**src/rtl/data_serializer_pkg.sv**
```systemverilog
// Shared types and defaults for the block-to-beat serializer.
// Latency: n/a (types and constants only).
// Backpressure: n/a.
package data_serializer_pkg;

  localparam int DATA_W_DEF = 128;
  localparam int BEAT_W_DEF = 8;
  localparam int NBEATS_DEF = DATA_W_DEF / BEAT_W_DEF;

  typedef enum logic {
    IDLE = 1'b0,
    SEND = 1'b1
  } state_t;

  // Beat counter width; a single-beat block still gets a 1-bit counter.
  function automatic int cnt_width(input int n);
    return (n > 1) ? $clog2(n) : 1;
  endfunction

endpackage

```
**src/rtl/data_serializer_cnt.sv**
```systemverilog
// Modulo-N beat counter with enable, clear and terminal-count output.
// Latency: count updates one cycle after en/clr; tc is decoded from the count.
// Backpressure: none; holds its value whenever en is low.
module data_serializer_cnt #(
  parameter int N  = 16,
  parameter int CW = 4
) (
  input  logic          clk,
  input  logic          rst,
  input  logic          en,
  input  logic          clr,
  output logic [CW-1:0] cnt,
  output logic          tc
);

  localparam logic [CW-1:0] LAST = CW'(N - 1);

  // Count accepted beats, wrapping after N; clear wins over enable.
  always_ff @(posedge clk) begin
    if (rst) begin
      cnt <= '0;
    end else if (clr) begin
      cnt <= '0;
    end else if (en) begin
      cnt <= (cnt == LAST) ? '0 : cnt + CW'(1);
    end
  end

  assign tc = (cnt == LAST);

endmodule

```
**src/rtl/data_serializer.sv**
```systemverilog
// Streams a parallel DATA_W block out as DATA_W/BEAT_W beats, MSB beat first.
// Latency: first beat valid the cycle after load; tx_done the cycle after the last accept.
// Backpressure: tx_ready low stalls with tx_data/tx_last held; load_ready is low while sending.
module data_serializer
  import data_serializer_pkg::*;
#(
  parameter int DATA_W = DATA_W_DEF,
  parameter int BEAT_W = BEAT_W_DEF
) (
  input  logic              clk,
  input  logic              rst,
  input  logic              load_valid,
  output logic              load_ready,
  input  logic [DATA_W-1:0] data_reg_out,
  output logic [BEAT_W-1:0] tx_data,
  output logic              tx_valid,
  input  logic              tx_ready,
  output logic              tx_last,
  output logic              tx_done,
  output logic              busy
);

  // DATA_W must be an exact multiple of BEAT_W.
  localparam int NBEATS = DATA_W / BEAT_W;
  localparam int CW     = cnt_width(NBEATS);

  state_t            state_q;
  state_t            state_d;
  logic [DATA_W-1:0] shreg;
  logic [CW-1:0]     cnt;
  logic              cnt_tc;
  logic              done_q;
  logic              load_fire;
  logic              beat_fire;
  logic              last_fire;

  // Handshakes are qualified by registered state only, so no input reaches an output.
  assign load_fire = load_valid && (state_q == IDLE);
  assign beat_fire = tx_ready && (state_q == SEND);
  assign last_fire = beat_fire && cnt_tc;

  // State register.
  always_ff @(posedge clk) begin
    if (rst) begin
      state_q <= IDLE;
    end else begin
      state_q <= state_d;
    end
  end

  // Next state: take a block in IDLE, return to IDLE once the final beat is accepted.
  always_comb begin
    state_d = state_q;
    case (state_q)
      IDLE:    if (load_valid) state_d = SEND;
      SEND:    if (tx_ready && cnt_tc) state_d = IDLE;
      default: state_d = IDLE;
    endcase
  end

  // Capture the block on load, then shift one beat out per accept with zero fill.
  always_ff @(posedge clk) begin
    if (rst) begin
      shreg <= '0;
    end else if (load_fire) begin
      shreg <= data_reg_out;
    end else if (beat_fire) begin
      shreg <= shreg << BEAT_W;
    end
  end

  // Single-cycle completion pulse following the final accept; a reset cancels it.
  always_ff @(posedge clk) begin
    if (rst) begin
      done_q <= 1'b0;
    end else begin
      done_q <= last_fire;
    end
  end

  data_serializer_cnt #(
    .N  (NBEATS),
    .CW (CW)
  ) u_cnt (
    .clk (clk),
    .rst (rst),
    .en  (beat_fire),
    .clr (load_fire || last_fire),
    .cnt (cnt),
    .tc  (cnt_tc)
  );

  assign load_ready = (state_q == IDLE);
  assign tx_valid   = (state_q == SEND);
  assign busy       = (state_q == SEND);
  assign tx_data    = shreg[DATA_W-1 -: BEAT_W];
  assign tx_last    = (state_q == SEND) && cnt_tc;
  assign tx_done    = done_q;

endmodule

```
**config.mk**
```make
export PLATFORM = sky130hd
export DESIGN_NAME = data_serializer
export DESIGN_NICKNAME = d
export VERILOG_FILES = /design/src/rtl/data_serializer_pkg.sv /design/src/rtl/data_serializer_cnt.sv /design/src/rtl/data_serializer.sv
export SDC_FILE = /design/constraint.sdc
export NUM_CORES = 1
export LEC_CHECK = 0
export ABC_CLOCK_PERIOD_IN_PS = 1500
export CAP_MARGIN = 10
export CORE_ASPECT_RATIO = 1.4
export CORE_UTILIZATION = 35
export CTS_CLUSTER_DIAMETER = 60
export CTS_CLUSTER_SIZE = 10
export DETAILED_ROUTE_END_ITERATION = 8
export HOLD_SLACK_MARGIN = 0.1
export SYNTH_ARGS = -nofsm -noshare
export SYNTH_HDL_FRONTEND = slang
export SYNTH_SLANG_ARGS = --single-unit
```
**constraint.sdc**
```tcl
create_clock -name clk -period 1.5 [get_ports clk]
set_input_delay 0.3 -clock clk [delete_from_list [all_inputs] [get_ports clk]]
set_output_delay 0.3 -clock clk [all_outputs]
set_load 0.03 [all_outputs]
```
==> summary.txt <==
Status
  • Outcome: finished, violations left
  • Failing checks: negative setup slack

Worst setup path
  • Critical Path Fanout Max: 3
  • WP data arrival: 1.25 ns
  • Reg2Reg Launch Point: busy
  • WP data required: 1.20 ns
  • CP max-delay cell: dfxtp_2
  • Worst path cell trace: ha_4 > nand4_1 > inv_1 > buf_6
  • CP Class: reg2out
  • Crit path launch type: flip-flop
  • Crit end category: primary output
  • Critical Path Max Stage Delay: 0.35 ns
  • R2R depth: 6
  • FF-to-FF End: shreg[114]
  • Slack of the worst reg-to-reg path: -0.01 ns

Clock tree
  • Hold buffer count at cts: 0
  • CTS clk-pin slew, worst paths: 0.06 ns
  • CTS sink cnt: 134
  • Buffer type at the clock tree root: clkbuf_16
  • TritonCTS buffer count: 17
  • CTS tree: built
  • H-tree depth: 4
  • Worst-Skew Late Latency: 0.41 ns
  • Clock Path Buffers: 2

Yosys
  • Post-synthesis sequential area ratio: 50.5%
  • Syn nets: 747
  • Synth Cell Area: 5310 um^2
  • Synth area leaders: dfxtp_1 50%, a22oi_1 17%, a21oi_1 10%
  • Synth Instances: 614
  • Flops & latches, synth: 134
  • Distinct cells, synth: 26
  • Synth warn: 0
  • Top cell type's share of synthesized area: 50.5%
  • Top cell type by total area after synthesis: dfxtp_1
  • Avg Inst Size Synth: 8.65 um^2

Flow run
  • Maxcap violations: 0

Final layout
  • Antenna fix cells: 0
  • Fin util: 53.6%
  • Nets: 885
  • Most frequent cells in the layout: 131 x nand2_1, 131 x dfxtp_1, 130 x clkdlybuf4s50_1, 119 x a22oi_1, 96 x a21oi_1
  • Area grow syn2layout: 47.8%
  • Fin cells: 954
  • FILL cells: 1412
  • Share of layout cells above drive strength 1: 13.9%
  • Fin area: 7850 um^2

Placement
  • Area after DPL: 7030 um^2
  • Gpl congestion: 0.755
  • Final HPWL DP: 10300 um
  • Placed Cells: 915
  • Pre-CTS WS: -0.322 ns
  • Port Buf Inserts: 144

Timing
  • Fin. Hold Viols: 0
  • Fin Hold WS: 0.327 ns
  • Worst-Margin Slew: 0.434 ns
  • Fin crit share: 104%
  • Slew headroom: 71.0%
  • Highest Clock Rate: 0.643 GHz
  • Final slew viol count: 0
  • Min Clock Period, post-route: 1.55 ns
  • PnR worst setup slack: -0.0542 ns
  • Final setup violating endpoints: 4
  • RSZ-0062 raised after global routing: yes
  • Setup TNS Final: -0.0802 ns
  • Setup Skew: 0.00680 ns

Routing
  • Post-Route M1 WL: 6630 um
  • Wire length on met2: 7790 um
  • Final WL: 15600 um
  • Max Used Layer: met4
  • Via/cell ratio: 5.28
  • DR pass1 iterations: 5
  • DRC viols: 0
  • Antenna-violating nets left: 0
  • Vias post-DR: 5035
  • Routed length per instance: 16.4 um
  • 1st-iter DRT viols: 303
  • Met3 WL: 962 um

Floorplanning
  • Chip Height: 148 um
  • Die Wd: 106 um
  • I/O Pins: 145
  • Initial Util: 36.3%
  • DIE AREA: 15700 um^2
  • Core Box Area: 14600 um^2
  • Row Count: 52

Hold path
  • Hold Crit Depth: 2
  • Hold Path Sink: shreg[123]
  • Worst hold start: rst
  • Worst Hold Class: in2reg

Global route
  • Vias in the first global route: 4888
  • Grt ovf: 0
  • Global-route wire length before repair: 23700 um
  • Initial antenna violation count: 0
  • Largest net degree at the start of global routing: 66
  • GRT Total Usage: 19.3%

Power
  • Worst IR Drop VDD: 0.796 mV
  • Tot Pwr: 9.44 mW
  • Pleak: 2.80 nW
  • Power Density: 1200 nW/um^2
worst max-delay path by stage:
stage | slack (ns) | from | endpoint
after floorplan | 0.07 | busy | u_cnt.cnt[3]
after global placement | -0.23 | tx_ready | shreg[45]
after detailed placement | -0.32 | tx_ready | shreg[103]
after CTS | -0.09 | u_cnt.cnt[1] | tx_last
after global routing | -0.12 | u_cnt.cnt[1] | tx_last
final | -0.05 | u_cnt.cnt[1] | tx_last
sequential cells by signal (all words and copies together) (netlist names):
name and flops:
u_cnt.cnt 4, busy 1, tx_done 1, shreg 128
final cells by class:
type	count	area (um^2)	area share, %
clock buffers	17	425	5.42
clock inverters	15	180	2.29
inverters	3	11.3	0.143
multi-input cells	408	2330	29.6
flip-flops and latches	134	2690	34.2
well taps	189	236	3.01
repair buffers	188	1980	25.3
per-layer routing:
metal	vias up	global-route usage [%]
met3	20	4.72
met5	-	0
met4	0	6.88
met1	2378	24.0
met2	168	32.2
li1	2469	-
cell usage after synthesis, drive strengths merged:
cell type / n
nand2: 132
and2: 1
nor3: 3
nand3: 2
a21oi: 111
ha: 1
buf: 54
a311oi: 9
nand4: 1
nor4: 1
xor2: 1
mux2i: 1
dfxtp: 134
o21ai: 1
or3: 1
a22oi: 119
clkbuf: 15
inv: 3
a2111oi: 2
xnor2: 1
nor2b: 1
nor2: 19
nand2b: 1
critical path: cells and delay by family (launching register included):
family                     cells  cell delay, ns
buffers and inverters          2            0.23
DFF                            1            0.35
and+or+nand+nor                1            0.12
adders and majority gates      1            0.13
kinds of logic after synthesis:
kind of cell / synth area share, %
xor+xnor: 0.330
flops: 50.5
mux: 0.188
fa+ha+maj: 0.235
compound gates: 29.4
simple gates: 11.8
buf+inv: 7.49
what timing repair did:
action                     4_1_cts  5_1_grt
setup endpoints to repair       15        5
buffers inserted                 2        2
pin swaps                        2       25
cloned                           0        3
resized for setup               17       20
power breakdown:
group          leakage [nW]  internal [mW]  switching [mW]
Combinational          1.41          0.710           0.600
Sequential             1.10           3.78           0.122
Clock                 0.290           2.62            1.60
Note: power is estimated with default switching activity, not from simulation.
